==> config.mk <==
export PLATFORM = sky130hd
export DESIGN_NAME = breadboard_sweep_ctrl_flat
export DESIGN_NICKNAME = d
export VERILOG_FILES = /design/src/rtl/breadboard_sweep_ctrl_if.sv /design/src/rtl/breadboard_sweep_ctrl.sv /design/src/flat_wrapper.sv
export SDC_FILE = /design/constraint.sdc
export NUM_CORES = 1
export LEC_CHECK = 0
export ABC_AREA = 1
export CAP_MARGIN = 0
export CORE_MARGIN = 3
export CORE_UTILIZATION = 29
export CTS_BUF_LIST = sky130_fd_sc_hd__clkbuf_8
export CTS_CLUSTER_DIAMETER = 40
export DETAILED_ROUTE_END_ITERATION = 7
export SYNTH_ARGS = -nofsm -noshare
export SYNTH_HDL_FRONTEND = slang
export SYNTH_SLANG_ARGS = --single-unit
==> constraint.sdc <==
create_clock -name clk -period 1.7 [get_ports clk]
set_input_delay 0.34 -clock clk [delete_from_list [all_inputs] [get_ports clk]]
set_output_delay 0.34 -clock clk [all_outputs]
set_load 0.01 [all_outputs]
==> src/rtl/breadboard_sweep_ctrl_if.sv <==
// Signal bundle between a breadboard sweep controller and whatever drives it.
// The slave side is the controller; the master side is the requester/breadboard.
interface breadboard_sweep_ctrl_if;
    logic        start;
    logic        abort;
    logic [3:0]  wxyz;
    logic [9:0]  bb_r;
    logic        busy;
    logic        done;
    logic [15:0] row_valid;
    logic [3:0]  rd_addr;
    logic [9:0]  rd_data;
    logic [3:0]  col_sel;
    logic [15:0] col_mask;

    modport master (
        output start, abort, bb_r, rd_addr, col_sel,
        input  wxyz, busy, done, row_valid, rd_data, col_mask
    );

    modport slave (
        input  start, abort, bb_r, rd_addr, col_sel,
        output wxyz, busy, done, row_valid, rd_data, col_mask
    );
endinterface

==> src/rtl/breadboard_sweep_ctrl.sv <==
// Drives all 16 wxyz input combinations onto a breadboard, waits for it to settle,
// and captures the 10 outputs of each row into a readable truth table.
//
// state   | meaning
// IDLE    | waiting for start
// SETTLE  | row driven, counting down settle time
// CAPTURE | latch bb_r into table[row], advance to next row
// DONE    | one-cycle completion pulse, release stimulus
module breadboard_sweep_ctrl #(
    parameter int SETTLE_CYCLES = 4
) (
    input  logic                   clk,
    input  logic                   rst_n,
    breadboard_sweep_ctrl_if.slave bus
);

    localparam int SETTLE_EFF = (SETTLE_CYCLES < 1) ? 1 : SETTLE_CYCLES;
    localparam int CNT_W      = (SETTLE_EFF > 1) ? $clog2(SETTLE_EFF) : 1;
    localparam logic [CNT_W-1:0] CNT_LOAD = CNT_W'(SETTLE_EFF - 1);

    typedef enum logic [1:0] {
        IDLE,
        SETTLE,
        CAPTURE,
        DONE
    } state_t;

    state_t           state;
    logic [3:0]       row;
    logic [CNT_W-1:0] cnt;
    logic [9:0]       tbl [16];
    logic [3:0]       wxyz_q;
    logic             busy_q;
    logic             done_q;
    logic [15:0]      valid_q;
    logic [9:0]       rd_q;
    logic [15:0]      mask;

    always_ff @(posedge clk or negedge rst_n) begin
        if (!rst_n) begin
            state   <= IDLE;
            row     <= '0;
            cnt     <= '0;
            wxyz_q  <= '0;
            busy_q  <= 1'b0;
            done_q  <= 1'b0;
            valid_q <= '0;
            rd_q    <= '0;
            for (int i = 0; i < 16; i++) tbl[i] <= '0;
        end else begin
            // Read port sees the table before any capture on this same edge.
            rd_q   <= tbl[bus.rd_addr];
            done_q <= 1'b0;
            case (state)
                IDLE: begin
                    if (bus.start && !bus.abort) begin
                        state   <= SETTLE;
                        row     <= '0;
                        wxyz_q  <= '0;
                        cnt     <= CNT_LOAD;
                        valid_q <= '0;
                        busy_q  <= 1'b1;
                    end
                end
                SETTLE: begin
                    if (bus.abort) begin
                        state  <= IDLE;
                        wxyz_q <= '0;
                        busy_q <= 1'b0;
                    end else if (cnt == '0) begin
                        state <= CAPTURE;
                    end else begin
                        cnt <= cnt - 1'b1;
                    end
                end
                CAPTURE: begin
                    if (bus.abort) begin
                        state  <= IDLE;
                        wxyz_q <= '0;
                        busy_q <= 1'b0;
                    end else begin
                        tbl[row]     <= bus.bb_r;
                        valid_q[row] <= 1'b1;
                        if (row == 4'd15) begin
                            state  <= DONE;
                            busy_q <= 1'b0;
                            done_q <= 1'b1;
                        end else begin
                            row    <= row + 4'd1;
                            wxyz_q <= row + 4'd1;
                            cnt    <= CNT_LOAD;
                            state  <= SETTLE;
                        end
                    end
                end
                DONE: begin
                    wxyz_q <= '0;
                    state  <= IDLE;
                end
                default: state <= IDLE;
            endcase
        end
    end

    always_comb begin
        mask = '0;
        if (bus.col_sel <= 4'd9) begin
            for (int i = 0; i < 16; i++) mask[i] = tbl[i][bus.col_sel];
        end
    end

    assign bus.wxyz      = wxyz_q;
    assign bus.busy      = busy_q;
    assign bus.done      = done_q;
    assign bus.row_valid = valid_q;
    assign bus.rd_data   = rd_q;
    assign bus.col_mask  = mask;

endmodule

==> src/flat_wrapper.sv <==
// flat-port wrapper written by rule: the top's interface ports become plain ports
module breadboard_sweep_ctrl_flat 
#(
    parameter int SETTLE_CYCLES = 4
)
  (clk, rst_n, bus_start, bus_abort, bus_bb_r, bus_rd_addr, bus_col_sel, bus_wxyz, bus_busy, bus_done, bus_row_valid, bus_rd_data, bus_col_mask);
  breadboard_sweep_ctrl_if bus_i ();
  input  logic clk;
  input  logic rst_n;
  input wire logic [$bits(bus_i.start)-1:0] bus_start;
  input wire logic [$bits(bus_i.abort)-1:0] bus_abort;
  input wire logic [$bits(bus_i.bb_r)-1:0] bus_bb_r;
  input wire logic [$bits(bus_i.rd_addr)-1:0] bus_rd_addr;
  input wire logic [$bits(bus_i.col_sel)-1:0] bus_col_sel;
  output wire logic [$bits(bus_i.wxyz)-1:0] bus_wxyz;
  output wire logic [$bits(bus_i.busy)-1:0] bus_busy;
  output wire logic [$bits(bus_i.done)-1:0] bus_done;
  output wire logic [$bits(bus_i.row_valid)-1:0] bus_row_valid;
  output wire logic [$bits(bus_i.rd_data)-1:0] bus_rd_data;
  output wire logic [$bits(bus_i.col_mask)-1:0] bus_col_mask;
  assign bus_i.start = bus_start;
  assign bus_i.abort = bus_abort;
  assign bus_i.bb_r = bus_bb_r;
  assign bus_i.rd_addr = bus_rd_addr;
  assign bus_i.col_sel = bus_col_sel;
  assign bus_wxyz = bus_i.wxyz;
  assign bus_busy = bus_i.busy;
  assign bus_done = bus_i.done;
  assign bus_row_valid = bus_i.row_valid;
  assign bus_rd_data = bus_i.rd_data;
  assign bus_col_mask = bus_i.col_mask;
  breadboard_sweep_ctrl #(.SETTLE_CYCLES(SETTLE_CYCLES)) u_core (.clk(clk), .rst_n(rst_n), .bus(bus_i));
endmodule
Word level (Yosys, flattened, before mapping)
Index checks and enable logic that the tools add are counted.
{"block": "totals", "n_memories": 0, "wordCells": 136, "mem_bits_ro": 0, "latch_bits": 0, "mem_bits_rw": 0, "register_bits": 200}
{"block": "classes", "bitwise": 4, "shift": 0, "n_addsub": 2, "n_eq_ne": 13, "order_cmp": 7, "reduce_logical": 15, "multipliers": 0, "div_mod_pow": 0, "n_mux": 71}
{"cell": "160-bit bitwise mux", "n": 1}
{"cell": "1-bit binary-select mux with 4-bit select", "n": 16}
{"cell": "16-bit 2-to-1 mux", "n": 3}
{"cell": "10-bit binary-select mux with 4-bit select", "n": 1}
{"cell": "10-bit demux with 4-bit select", "n": 1}
{"cell": "16-bit one-hot mux with 2 select lines", "n": 1}
{"cell": "10-bit 2-to-1 mux", "n": 3}
{"cell": "1-bit 2-to-1 mux", "n": 24}
{"cell": "2-bit 2-to-1 mux", "n": 10}
{"cell": "4-bit 2-to-1 mux", "n": 5}
{"cell": "16-bit bitwise OR", "n": 1}
{"cell": "4-bit one-hot mux with 4 select lines", "n": 1}
{"cell": "5-bit >= comparator, second input constant", "n": 2}
{"cell": "4-bit by 5-bit less-than comparator with 1-bit output, second input constant", "n": 2}
{"cell": "2-bit inequality test, second input constant", "n": 5}
{"cell": "4-bit inverter with 5-bit output", "n": 2}
{"cell": "2-bit one-hot mux with 4 select lines", "n": 1}
{"cell": "4-bit one-hot mux with 2 select lines", "n": 1}
{"cell": "4-bit AND reduction", "n": 2}
{"cell": "3-bit by 2-bit inequality test with 1-bit output, second input constant", "n": 2}
{"cell": "2-bit one-hot mux with 3 select lines", "n": 1}
{"cell": "3-bit AND reduction", "n": 2}
{"cell": "6-bit AND reduction", "n": 1}
{"cell": "5-bit by 1-bit less-than comparator with 1-bit output, second input constant", "n": 1}
{"cell": "other kinds (18)", "n": 23}

Logic depth before layout (Yosys ltp)
Gate-level depths: netlist (run 1).
{"block": "logic_depth", "depth_word": 7, "mapped_depth": 10}

Worst setup path after synthesis (run 1)
No wires, ideal clock.
{"block": "synth_timing", "path_type": "input to output", "from": "input port bus_col_sel[0]", "to": "output port bus_col_mask[11]", "path_buffers": 3, "arrival_time_ps": 1246, "required_ps": 1360, "setup_slack_ps": 114, "path_stages": 9, "cell_sequence": "buf_2 > inv_1 > buf_4 > buf_4 > nand2_1 > nand3_1 > nand3_1 > nand3_1 > nand2_1"}
{"block": "synth_between", "elab_chain_cells": 3}
{"item": "start, declared", "line_no": "flat_wrapper.sv:14", "source": "input wire logic [$bits(bus_i.col_sel)-1:0] bus_col_sel;"}
{"item": "1-bit binary-select mux with 4-bit select", "line_no": "breadboard_sweep_ctrl.sv:108", "source": "for (int i = 0; i < 16; i++) mask[i] = tbl[i][bus.col_sel];"}
{"item": "1-bit 2-to-1 mux (implied by the code)", "line_no": "breadboard_sweep_ctrl.sv:108"}
{"item": "16-bit 2-to-1 mux (*)", "line_no": "breadboard_sweep_ctrl.sv:107", "source": "if (bus.col_sel <= 4'd9) begin"}
{"item": "end, declared", "line_no": "flat_wrapper.sv:20", "source": "output wire logic [$bits(bus_i.col_mask)-1:0] bus_col_mask;"}
Every way passes the cells marked *; elsewhere a longest branch is shown, timed or not. The select of a mux whose other input is x is not followed.

Worst setup path after layout (run 1)
{"block": "layout_timing", "from": "register u_core.tbl[34] in the netlist's numbering", "to": "output port bus_col_mask[12]"}
{"block": "layout_between", "elab_chain_cells": 3}
{"item": "start, declared", "line_no": "breadboard_sweep_ctrl.sv:31", "source": "logic [9:0] tbl [16];"}
{"item": "start signal, assigned by index", "line_no": "breadboard_sweep_ctrl.sv:82", "source": "tbl[row] <= bus.bb_r;"}
{"item": "1-bit binary-select mux with 4-bit select", "line_no": "breadboard_sweep_ctrl.sv:108"}
{"item": "1-bit 2-to-1 mux (implied by the code)", "line_no": "breadboard_sweep_ctrl.sv:108"}
{"item": "16-bit 2-to-1 mux", "line_no": "breadboard_sweep_ctrl.sv:107"}
No other way between the ends. The select of a mux whose other input is x is not followed.

==> flow_metrics.env, run 1 <==
export IMPL_final_cell_mix="562 x nand2_1, 216 x nand3_1, 199 x dfrtp_1"
export IMPL_cap_viol_max_count=0
export IMPL_ir_drop_mv=0.6093
export IMPL_fraction_of_power_consumed_by_sequential_logic_pct=44.0
export IMPL_cts_tree="done"
export IMPL_cts_root_buffer="clkbuf_8"
export IMPL_cellPowerDensity_mw_per_mm2=902.8
export IMPL_antenna_found_initial=0
export IMPL_grt_pass1_wl_um=58850
export IMPL_power_clock_fraction_pct=24.5
export IMPL_violations="setup timing"
export IMPL_worst_slew_margin_rel_pct=76.84
export IMPL_grt_setup_unrepaired="yes"
export IMPL_die_y_um=201.8
export IMPL_place_worst_setup_slack_ps=-903.8
export IMPL_clock_sink_count=200
export IMPL_synthesis_area_per_instance_um2=6.868
export IMPL_first_global_vias=10830
export IMPL_total_switching_power_mw=4.733
export IMPL_die_area_mm2=0.04073
export IMPL_buffer_ports_inserted=69
export IMPL_min_delay_path_class="in2async"
export IMPL_max_frequency_ghz=0.5347
export IMPL_sw_frac_of_total_pct=36.25
export IMPL_fraction_of_layout_cells_with_a_size_suffix_above_1_pct=20.12
export IMPL_setup_viol_count_final=16
export IMPL_synth_area_top_cells="dfrtp_1 45%, nand2_1 20%, nand3_1 11%, o21ai_0 9.0%, inv_1 7.0%"
export IMPL_ys_seq_elements=200
export IMPL_cts_htree_levels=4
export IMPL_worst_slack_ps=-170.1
export IMPL_core_mm2=0.03776
export IMPL_clock_path_buffers=2
export IMPL_outcome="finished, violations left"
export IMPL_clock_skew_final_ps=24.03
export IMPL_place_congestion=0.8713
export IMPL_routed_vias=11210
export IMPL_initial_utilization_pct=29.45
export IMPL_area_of_the_multi_input_gates_mm2=0.005216
export IMPL_mappedNetlistArea_mm2=0.01112
export IMPL_grt_max_degree=56
export IMPL_sequential_cell_area_in_the_final_layout_mm2=0.005006
export IMPL_overflow=0
export IMPL_worst_endpoint_data_arrival_time_ps=1530
export IMPL_clkSlewWorstSetupHoldPaths_ps=110
export IMPL_finalMaxSlewViolations=0
export IMPL_yosysWarningCount=0
export IMPL_avgViaCountPerCell=4.875
export IMPL_syn_inst_count=1619
export IMPL_rows=71
export IMPL_mostFrequentLayoutCell="nand2_1"
export IMPL_cts_buffers=17
export IMPL_worstPathRequired_ps=1360
export IMPL_clk_latency_ps=510
export IMPL_post_synth_top_area_cell="dfrtp_1"
export IMPL_avg_wl_per_cell_um=16.01
export IMPL_fillerInstances=3916
export IMPL_final_min_period_over_clock_period_pct=110.0
export IMPL_finalHoldViolCount=0
export IMPL_synth_seq_area_share_pct=45.01
export IMPL_synthesis_nets=1650
export IMPL_netlist_area_leader_share_pct=45.01
export IMPL_critical_path_max_fanout=2
export IMPL_place_detailed_hpwl_um=26240
export IMPL_syn_to_final_growth_pct=30.04
export IMPL_comb_power_share_pct=31.5
export IMPL_n_antenna_cell=0
export IMPL_final_net_count=1807
export IMPL_die_width_um=201.8
export IMPL_cellInternalPower_mw=8.322
export IMPL_drt_first_pass_iters=6
export IMPL_detail_route_drc_violations=0
export IMPL_post_route_min_period_ps=1870
export IMPL_tightest_slew_ps=347.4
export IMPL_detail_route_iter0_violations=1103
export IMPL_worst_setup_path_type="reg2out"
export IMPL_setup_worst_path_start_class="flip-flop"
export IMPL_finalWirelength_um=36820
export IMPL_end_kind="output pin"
export IMPL_whs_ps=311.8
export IMPL_number_of_ports_placed_on_the_die_boundary=70
export IMPL_antenna_left=0
export IMPL_static_leakage_power_nw=6.986
export IMPL_groute_usage_overall_pct=18.06
export IMPL_yosysUniqueCellTypes=20
==> synthesized netlist by cell type <==
cell type and number:
clkbuf_2 4, nor2_1 24, nor3_2 1, inv_1 206, clkinv_1 4, buf_4 6, clkbuf_1 38, nand2_1 588
inv_2 3, buf_2 41, o22ai_1 16, dfrtp_1 200, o21ai_0 201, nand3_1 236, or2_1 1, nor2_2 2
a21oi_1 18, buf_1 18, ha_1 9, nand4_1 3
==> metrics by stage <==
stage          cell area, µm²  std cells  setup TNS (ps)  power [mW]  util [%]
2_1_floorplan           11120       1619               0       7.858         -
6_report                14460       2300           -2306       13.05     38.30
4_1_cts                 14220       2293           -3049       12.89     37.65
3_3_place_gp            13550       2248          -36050       9.489     35.88
3_5_place_dp            13550       2248          -39230       9.564     35.88
5_1_grt                 14460       2300           -4313       13.87     38.30
==> registers in the layout, summed over array words and instances (netlist names) <==
signal and cells:
u_core.bus.wxyz 4, u_core.bus.busy 1, u_core.bus.rd_data 10, u_core.state 2, u_core.cnt 2, u_core.tbl 160, u_core.row 4, u_core.bus.done 1
u_core.bus.row_valid 16
==> layout make-up <==
| type | count | area share [%] |
|---|---|---|
| clock inverters | 15 | 1.116 |
| inverters | 213 | 5.564 |
| flip-flops and latches | 200 | 34.62 |
| clock buffers | 17 | 1.618 |
| repair buffers | 245 | 16.59 |
| multi-input cells | 1099 | 36.07 |
| well taps | 511 | 4.422 |
==> final timing paths <==
| path | startpoint | to | slack [ps] | cells past startpoint |
|---|---|---|---|---|
| worst max-delay path | u_core.tbl[34]$_DFFE_PN0P_ | bus_col_mask[12] | -170 | 7 |
| min in group clk | u_core.bus.row_valid[15]$_DFFE_PN0P_ | u_core.bus.row_valid[15]$_DFFE_PN0P_ | 490 | 2 |
| worst max register to register | u_core.state[0]$_DFFE_PN0P_ | u_core.tbl[16]$_DFFE_PN0P_ | 50 | 8 |
| worst min register to register | u_core.bus.row_valid[15]$_DFFE_PN0P_ | u_core.bus.row_valid[15]$_DFFE_PN0P_ | 490 | 2 |
| worst min-delay path | rst_n | u_core.tbl[24]$_DFFE_PN0P_ | 310 | 2 |
| max in group asynchronous | rst_n | u_core.row[0]$_DFFE_PN0P_ | 740 | 3 |
==> power by group through the flow <==
stage                     combinational (mW)  sequential, mW  clock (mW)
after global placement                  3.71            5.78           0
after CTS                               3.89            5.71        3.29
after global routing                    4.60            5.82        3.45
after floorplan                         2.09            5.76           0
after detailed placement                3.77            5.79           0
final                                   4.12            5.74        3.19
==> timing repair <==
item                       in CTS  in global routing
setup endpoints to repair      48                176
resized for setup             207                 75
hold endpoints to repair       29                  0
hold buffers                    1                  0
setup buffers                  19                  9
pin swaps                      24                 25
==> layer usage <==
metal  vias up  track usage (%)  share of wire [%]
met5         -                0                  0
met4         0            5.781                2.1
met3        49            3.221                6.2
met2       425            28.12                 46
met1      5348            25.57                 46
li1       5390                -                  -
==> critical path, stage by stage, from the launching register on <==
cell and delay (ps):
dfrtp_1 340, inv_1 60, o21ai_2 180, nand2_1 70
nand3_1 70, nand3_1 90, nand2_2 120, buf_6 110
==> cell families after synthesis <==
group           after synthesis  synth area share [%]
flops                       200                 45.01
fa+ha+maj                     9                 1.013
buf+inv                     320                 11.51
compound gates              235                 10.76
simple gates                855                 31.71
Note: power is estimated with default switching activity, not from simulation.
==> run 2, diff against run 1 <==
--- a/config.mk
+++ b/config.mk
@@ -12,6 +12,7 @@
 export CTS_BUF_LIST = sky130_fd_sc_hd__clkbuf_8
 export CTS_CLUSTER_DIAMETER = 40
 export DETAILED_ROUTE_END_ITERATION = 7
+export SKIP_CTS_REPAIR_TIMING = 1
 export SYNTH_ARGS = -nofsm -noshare
 export SYNTH_HDL_FRONTEND = slang
 export SYNTH_SLANG_ARGS = --single-unit
==> flow_metrics.env, run 2 (synthesized netlist as in run 1, its figures left out) <==
export IMPL_placed_cells=2248
export IMPL_final_min_period_over_clock_period_pct=111.0
export IMPL_grt_pass1_wl_um=58100
export IMPL_ir_drop_mv=0.6088
export IMPL_n_antenna_cell=0
export IMPL_finalWirelength_um=36770
export IMPL_place_worst_setup_slack_ps=-903.8
export IMPL_avg_wl_per_cell_um=16.06
export IMPL_fillerInstances=3901
export IMPL_top_usage_layer="met2"
export IMPL_fin_area_mm2=0.01451
export IMPL_antenna_found_initial=0
export IMPL_largest_register_ff_count=160
export IMPL_post_route_min_period_ps=1887
export IMPL_total_power_mw=13.02
export IMPL_syn_to_final_growth_pct=30.45
export IMPL_critical_path_max_fanout=2
export IMPL_groute_usage_overall_pct=17.81
export IMPL_worst_endpoint_data_arrival_time_ps=1550
export IMPL_first_global_vias=10680
export IMPL_die_width_um=201.8
export IMPL_final_cell_mix="560 x nand2_1, 218 x nand3_1, 199 x dfrtp_1"
export IMPL_grt_setup_unrepaired="yes"
export IMPL_worst_setup_path_type="reg2out"
export IMPL_detail_route_iter0_violations=1076
export IMPL_number_of_ports_placed_on_the_die_boundary=70
export IMPL_violations="setup timing"
export IMPL_clock_sink_count=200
export IMPL_die_y_um=201.8
export IMPL_mostFrequentLayoutCell="nand2_1"
export IMPL_cts_root_buffer="clkbuf_8"
export IMPL_top_register="u_core.tbl"
export IMPL_avgViaCountPerCell=4.828
export IMPL_routed_vias=11060
export IMPL_fin_cells=2290
export IMPL_finalHoldViolCount=0
export IMPL_core_mm2=0.03776
export IMPL_post_dp_cell_area_mm2=0.01355
export IMPL_min_delay_path_class="in2async"
export IMPL_met2_routing_resource_usage_after_global_routing_pct=27.59
export IMPL_place_detailed_hpwl_um=26240
export IMPL_worst_slew_margin_rel_pct=77.39
export IMPL_clk_latency_ps=500
export IMPL_worstPathRequired_ps=1360
export IMPL_place_congestion=0.8713
export IMPL_static_leakage_power_nw=7.348
export IMPL_tightest_slew_ps=339.1
export IMPL_worst_slack_ps=-186.9
export IMPL_fraction_of_layout_cells_with_a_size_suffix_above_1_pct=18.77
export IMPL_gr_usage_met3_pct=3.318
export IMPL_grt_max_degree=56
export IMPL_setup_worst_path_start_class="flip-flop"
export IMPL_layout_core_utilization_pct=38.42
export IMPL_cts_tree="done"
export IMPL_buffer_ports_inserted=69
export IMPL_rows=71
export IMPL_antenna_left=0
export IMPL_cts_htree_levels=4
export IMPL_met1_usage_pct=25.27
export IMPL_finalMaxSlewViolations=0
export IMPL_clkSlewWorstSetupHoldPaths_ps=110
export IMPL_max_frequency_ghz=0.5300
export IMPL_clock_path_buffers=2
export IMPL_cts_buffers=17
export IMPL_outcome="finished, violations left"
export IMPL_setup_viol_count_final=16
export IMPL_cap_viol_max_count=0
export IMPL_die_area_mm2=0.04073
export IMPL_final_net_count=1797
export IMPL_initial_utilization_pct=29.45
export IMPL_drt_first_pass_iters=6
export IMPL_overflow=0
export IMPL_detail_route_drc_violations=0
export IMPL_clock_skew_final_ps=21.75
export IMPL_end_kind="output pin"
export IMPL_cellPowerDensity_mw_per_mm2=897.3
export IMPL_r2r_slack_ps=50
==> run 2: final cells by class <==
class / count / area, µm² / area share, %
clock inverters: 15 / 161.4 / 1.113
multi-input cells: 1099 / 5196 / 35.82
flip-flops and latches: 200 / 5006 / 34.51
inverters: 213 / 802.0 / 5.529
well taps: 511 / 639.4 / 4.408
clock buffers: 17 / 234.0 / 1.613
repair buffers: 235 / 2466 / 17.00
==> run 2: worst paths after layout <==
kind / from / end / cells after the start
max in group asynchronous: rst_n / u_core.row[0]$_DFFE_PN0P_ / 3
setup reg to reg: u_core.state[0]$_DFFE_PN0P_ / u_core.tbl[16]$_DFFE_PN0P_ / 8
hold / removal: rst_n / u_core.tbl[24]$_DFFE_PN0P_ / 2
setup / recovery: u_core.tbl[144]$_DFFE_PN0P_ / bus_col_mask[1] / 7
min in group clk: u_core.bus.row_valid[15]$_DFFE_PN0P_ / u_core.bus.row_valid[15]$_DFFE_PN0P_ / 2
hold reg to reg: u_core.bus.row_valid[15]$_DFFE_PN0P_ / u_core.bus.row_valid[15]$_DFFE_PN0P_ / 2
==> run 2: critical path, stage by stage (launching register included) <==
cell and delay (ps):
dfrtp_1 370, inv_1 70, o21ai_2 130, nand2_1 60
nand3_1 100, nand3_1 100, nand2_1 100, buf_2 140
==> run 2: where the power goes <==
part	internal, mW	switching [mW]	total, mW
clock	1.23	1.97	3.19
combinational	1.68	2.41	4.09
sequential	5.40	0.329	5.73
total	8.31	4.71	13.0
==> run 2: per-stage QoR <==
| step | TNS [ps] | hold WS [ps] |
|---|---|---|
| after floorplan | 0 | 44.41 |
| after global placement | -36050 | 288.9 |
| after detailed placement | -39230 | 289.5 |
| after CTS | -16530 | -275.1 |
| after global routing | -4462 | 315.7 |
| final | -2367 | 315.7 |
==> run 2: metal layers <==
metal	part of all wire, %	wire length (µm)
met1	45	16720
met2	46	16840
met3	6.6	2428
met5	0	0
met4	2.1	785
==> run 3, diff against run 2 <==
==> constraint.sdc (replaced) <==
create_clock -name clk -period 1.9 [get_ports clk]
set_input_delay 0.38 -clock clk [delete_from_list [all_inputs] [get_ports clk]]
set_output_delay 0.38 -clock clk [all_outputs]
set_load 0.01 [all_outputs]
==> flow_metrics.env, run 3 (synthesized netlist as in run 1, its figures left out) <==
export IMPL_grt_pass1_wl_um=57340
export IMPL_setup_worst_path_start_class="flip-flop"
export IMPL_clock_path_buffers=2
export IMPL_rows=71
export IMPL_cts_tree="done"
export IMPL_ir_drop_mv=0.5372
export IMPL_top_register="u_core.tbl"
export IMPL_post_route_min_period_ps=1918
export IMPL_avgViaCountPerCell=4.845
export IMPL_die_y_um=201.8
export IMPL_setup_viol_count_final=2
export IMPL_syn_to_final_growth_pct=25.86
export IMPL_cts_root_buffer="clkbuf_8"
export IMPL_cts_buffers=17
export IMPL_worst_slew_margin_rel_pct=66.41
export IMPL_fin_area_mm2=0.01399
export IMPL_end_kind="output pin"
export IMPL_finalMaxSlewViolations=0
export IMPL_final_cell_mix="562 x nand2_1, 208 x nand3_1, 200 x dfrtp_1"
export IMPL_final_min_period_over_clock_period_pct=100.9
export IMPL_detail_route_drc_violations=0
export IMPL_max_frequency_ghz=0.5214
export IMPL_area_of_the_multi_input_gates_mm2=0.005119
export IMPL_die_width_um=201.8
export IMPL_drt_first_pass_iters=5
export IMPL_worst_endpoint_data_arrival_time_ps=1540
export IMPL_initial_utilization_pct=29.45
export IMPL_number_of_ports_placed_on_the_die_boundary=70
export IMPL_worst_setup_path_type="reg2out"
export IMPL_outcome="finished, violations left"
export IMPL_first_global_vias=10280
export IMPL_cts_htree_levels=4
export IMPL_core_mm2=0.03776
export IMPL_grt_setup_unrepaired="yes"
export IMPL_worst_slack_ps=-17.97
export IMPL_min_delay_path_class="in2async"
export IMPL_mostFrequentLayoutCell="nand2_1"
export IMPL_overflow=0
export IMPL_routed_vias=10860
export IMPL_clk_latency_ps=490
export IMPL_violations="setup timing"
export IMPL_post_dp_cell_area_mm2=0.01316
export IMPL_final_net_count=1750
export IMPL_critical_path_max_fanout=2
export IMPL_largest_register_ff_count=160
export IMPL_detail_route_iter0_violations=1122
export IMPL_groute_usage_overall_pct=17.67
export IMPL_clock_skew_final_ps=14.70
export IMPL_antenna_left=0
export IMPL_tightest_slew_ps=503.8
export IMPL_n_antenna_cell=0
export IMPL_antenna_found_initial=0
export IMPL_fraction_of_layout_cells_with_a_size_suffix_above_1_pct=16.46
export IMPL_cellPowerDensity_mw_per_mm2=817.9
export IMPL_worstPathRequired_ps=1520
export IMPL_fillerInstances=3935
export IMPL_clkSlewWorstSetupHoldPaths_ps=110
export IMPL_avg_wl_per_cell_um=16.05
export IMPL_finalWirelength_um=35990
export IMPL_static_leakage_power_nw=6.591
export IMPL_place_worst_setup_slack_ps=-748.5
export IMPL_cap_viol_max_count=0
export IMPL_place_congestion=0.8732
export IMPL_die_area_mm2=0.04073
export IMPL_grt_max_degree=52
export IMPL_clock_sink_count=200
export IMPL_place_detailed_hpwl_um=25670
export IMPL_finalHoldViolCount=0
export IMPL_buffer_ports_inserted=69
export IMPL_sequential_cell_area_in_the_final_layout_mm2=0.005005
[run 3: cell count changes in the layout (fill, tap and decap cells not counted), moves of 10 or more]
cell / delta
nand3_2: +10
inv_2: +18
nor2_1: +14
nand3_1: -10
dlymetal6s2s_1: -32
clkdlybuf4s50_1: +32
buf_4: -44
inv_1: -16
[run 3: area by class of cell]
cell class	count	share of cell area (%)
flip-flops and latches	200	35.76
inverters	213	5.731
clock buffers	17	1.672
repair buffers	188	14.38
well taps	511	4.569
clock inverters	14	1.314
multi-input cells	1099	36.58
[run 3: worst paths after layout]
check	startpoint	to	slack, ps	cells past startpoint
worst max-delay path	u_core.tbl[84]$_DFFE_PN0P_	bus_col_mask[7]	-20	7
worst min-delay path	rst_n	u_core.tbl[44]$_DFFE_PN0P_	420	2
worst max register to register	u_core.row[0]$_DFFE_PN0P_	u_core.tbl[1]$_DFFE_PN0P_	190	8
worst min register to register	u_core.bus.busy$_DFFE_PN0P_	u_core.bus.busy$_DFFE_PN0P_	490	2
max in group asynchronous	rst_n	u_core.tbl[104]$_DFFE_PN0P_	810	3
min in group clk	u_core.bus.busy$_DFFE_PN0P_	u_core.bus.busy$_DFFE_PN0P_	490	2
[run 3: metrics by stage]
stage / hold slack, ps / cells / total power [mW] / utilization, % / TNS, ps
2_1_floorplan: 84.41 / 1619 / 7.031 / - / 0
3_3_place_gp: 391.4 / 2198 / 8.273 / 34.85 / -11340
3_5_place_dp: 384.6 / 2198 / 8.339 / 34.85 / -13120
4_1_cts: -161.1 / 2229 / 11.32 / 35.96 / -11280
5_1_grt: 419.7 / 2242 / 12.22 / 37.07 / -1309
6_report: 416.7 / 2242 / 11.45 / 37.07 / -27.73
[run 3: power breakdown]
part,internal [mW],switching [mW]
sequential,4.83,0.292
combinational,1.31,2.05
clock,1.41,1.55
total,7.55,3.89
[run 3: worst max-delay path, stage by stage (launching register included)]
cell     delay [ps]
dfrtp_1         380
inv_2            50
o21ai_2         150
nand2_2          70
nand3_2         100
nand3_2          80
nand2_2         110
buf_6           110
[run 3: metal layers]
| layer | vias to the layer above | track usage (%) | part of all wire (%) |
|---|---|---|---|
| met3 | 67 | 3.141 | 6.3 |
| met2 | 396 | 27.02 | 45 |
| met5 | - | 0 | 0 |
| met4 | 0 | 5.731 | 2.4 |
| li1 | 5273 | - | - |
| met1 | 5127 | 25.42 | 46 |
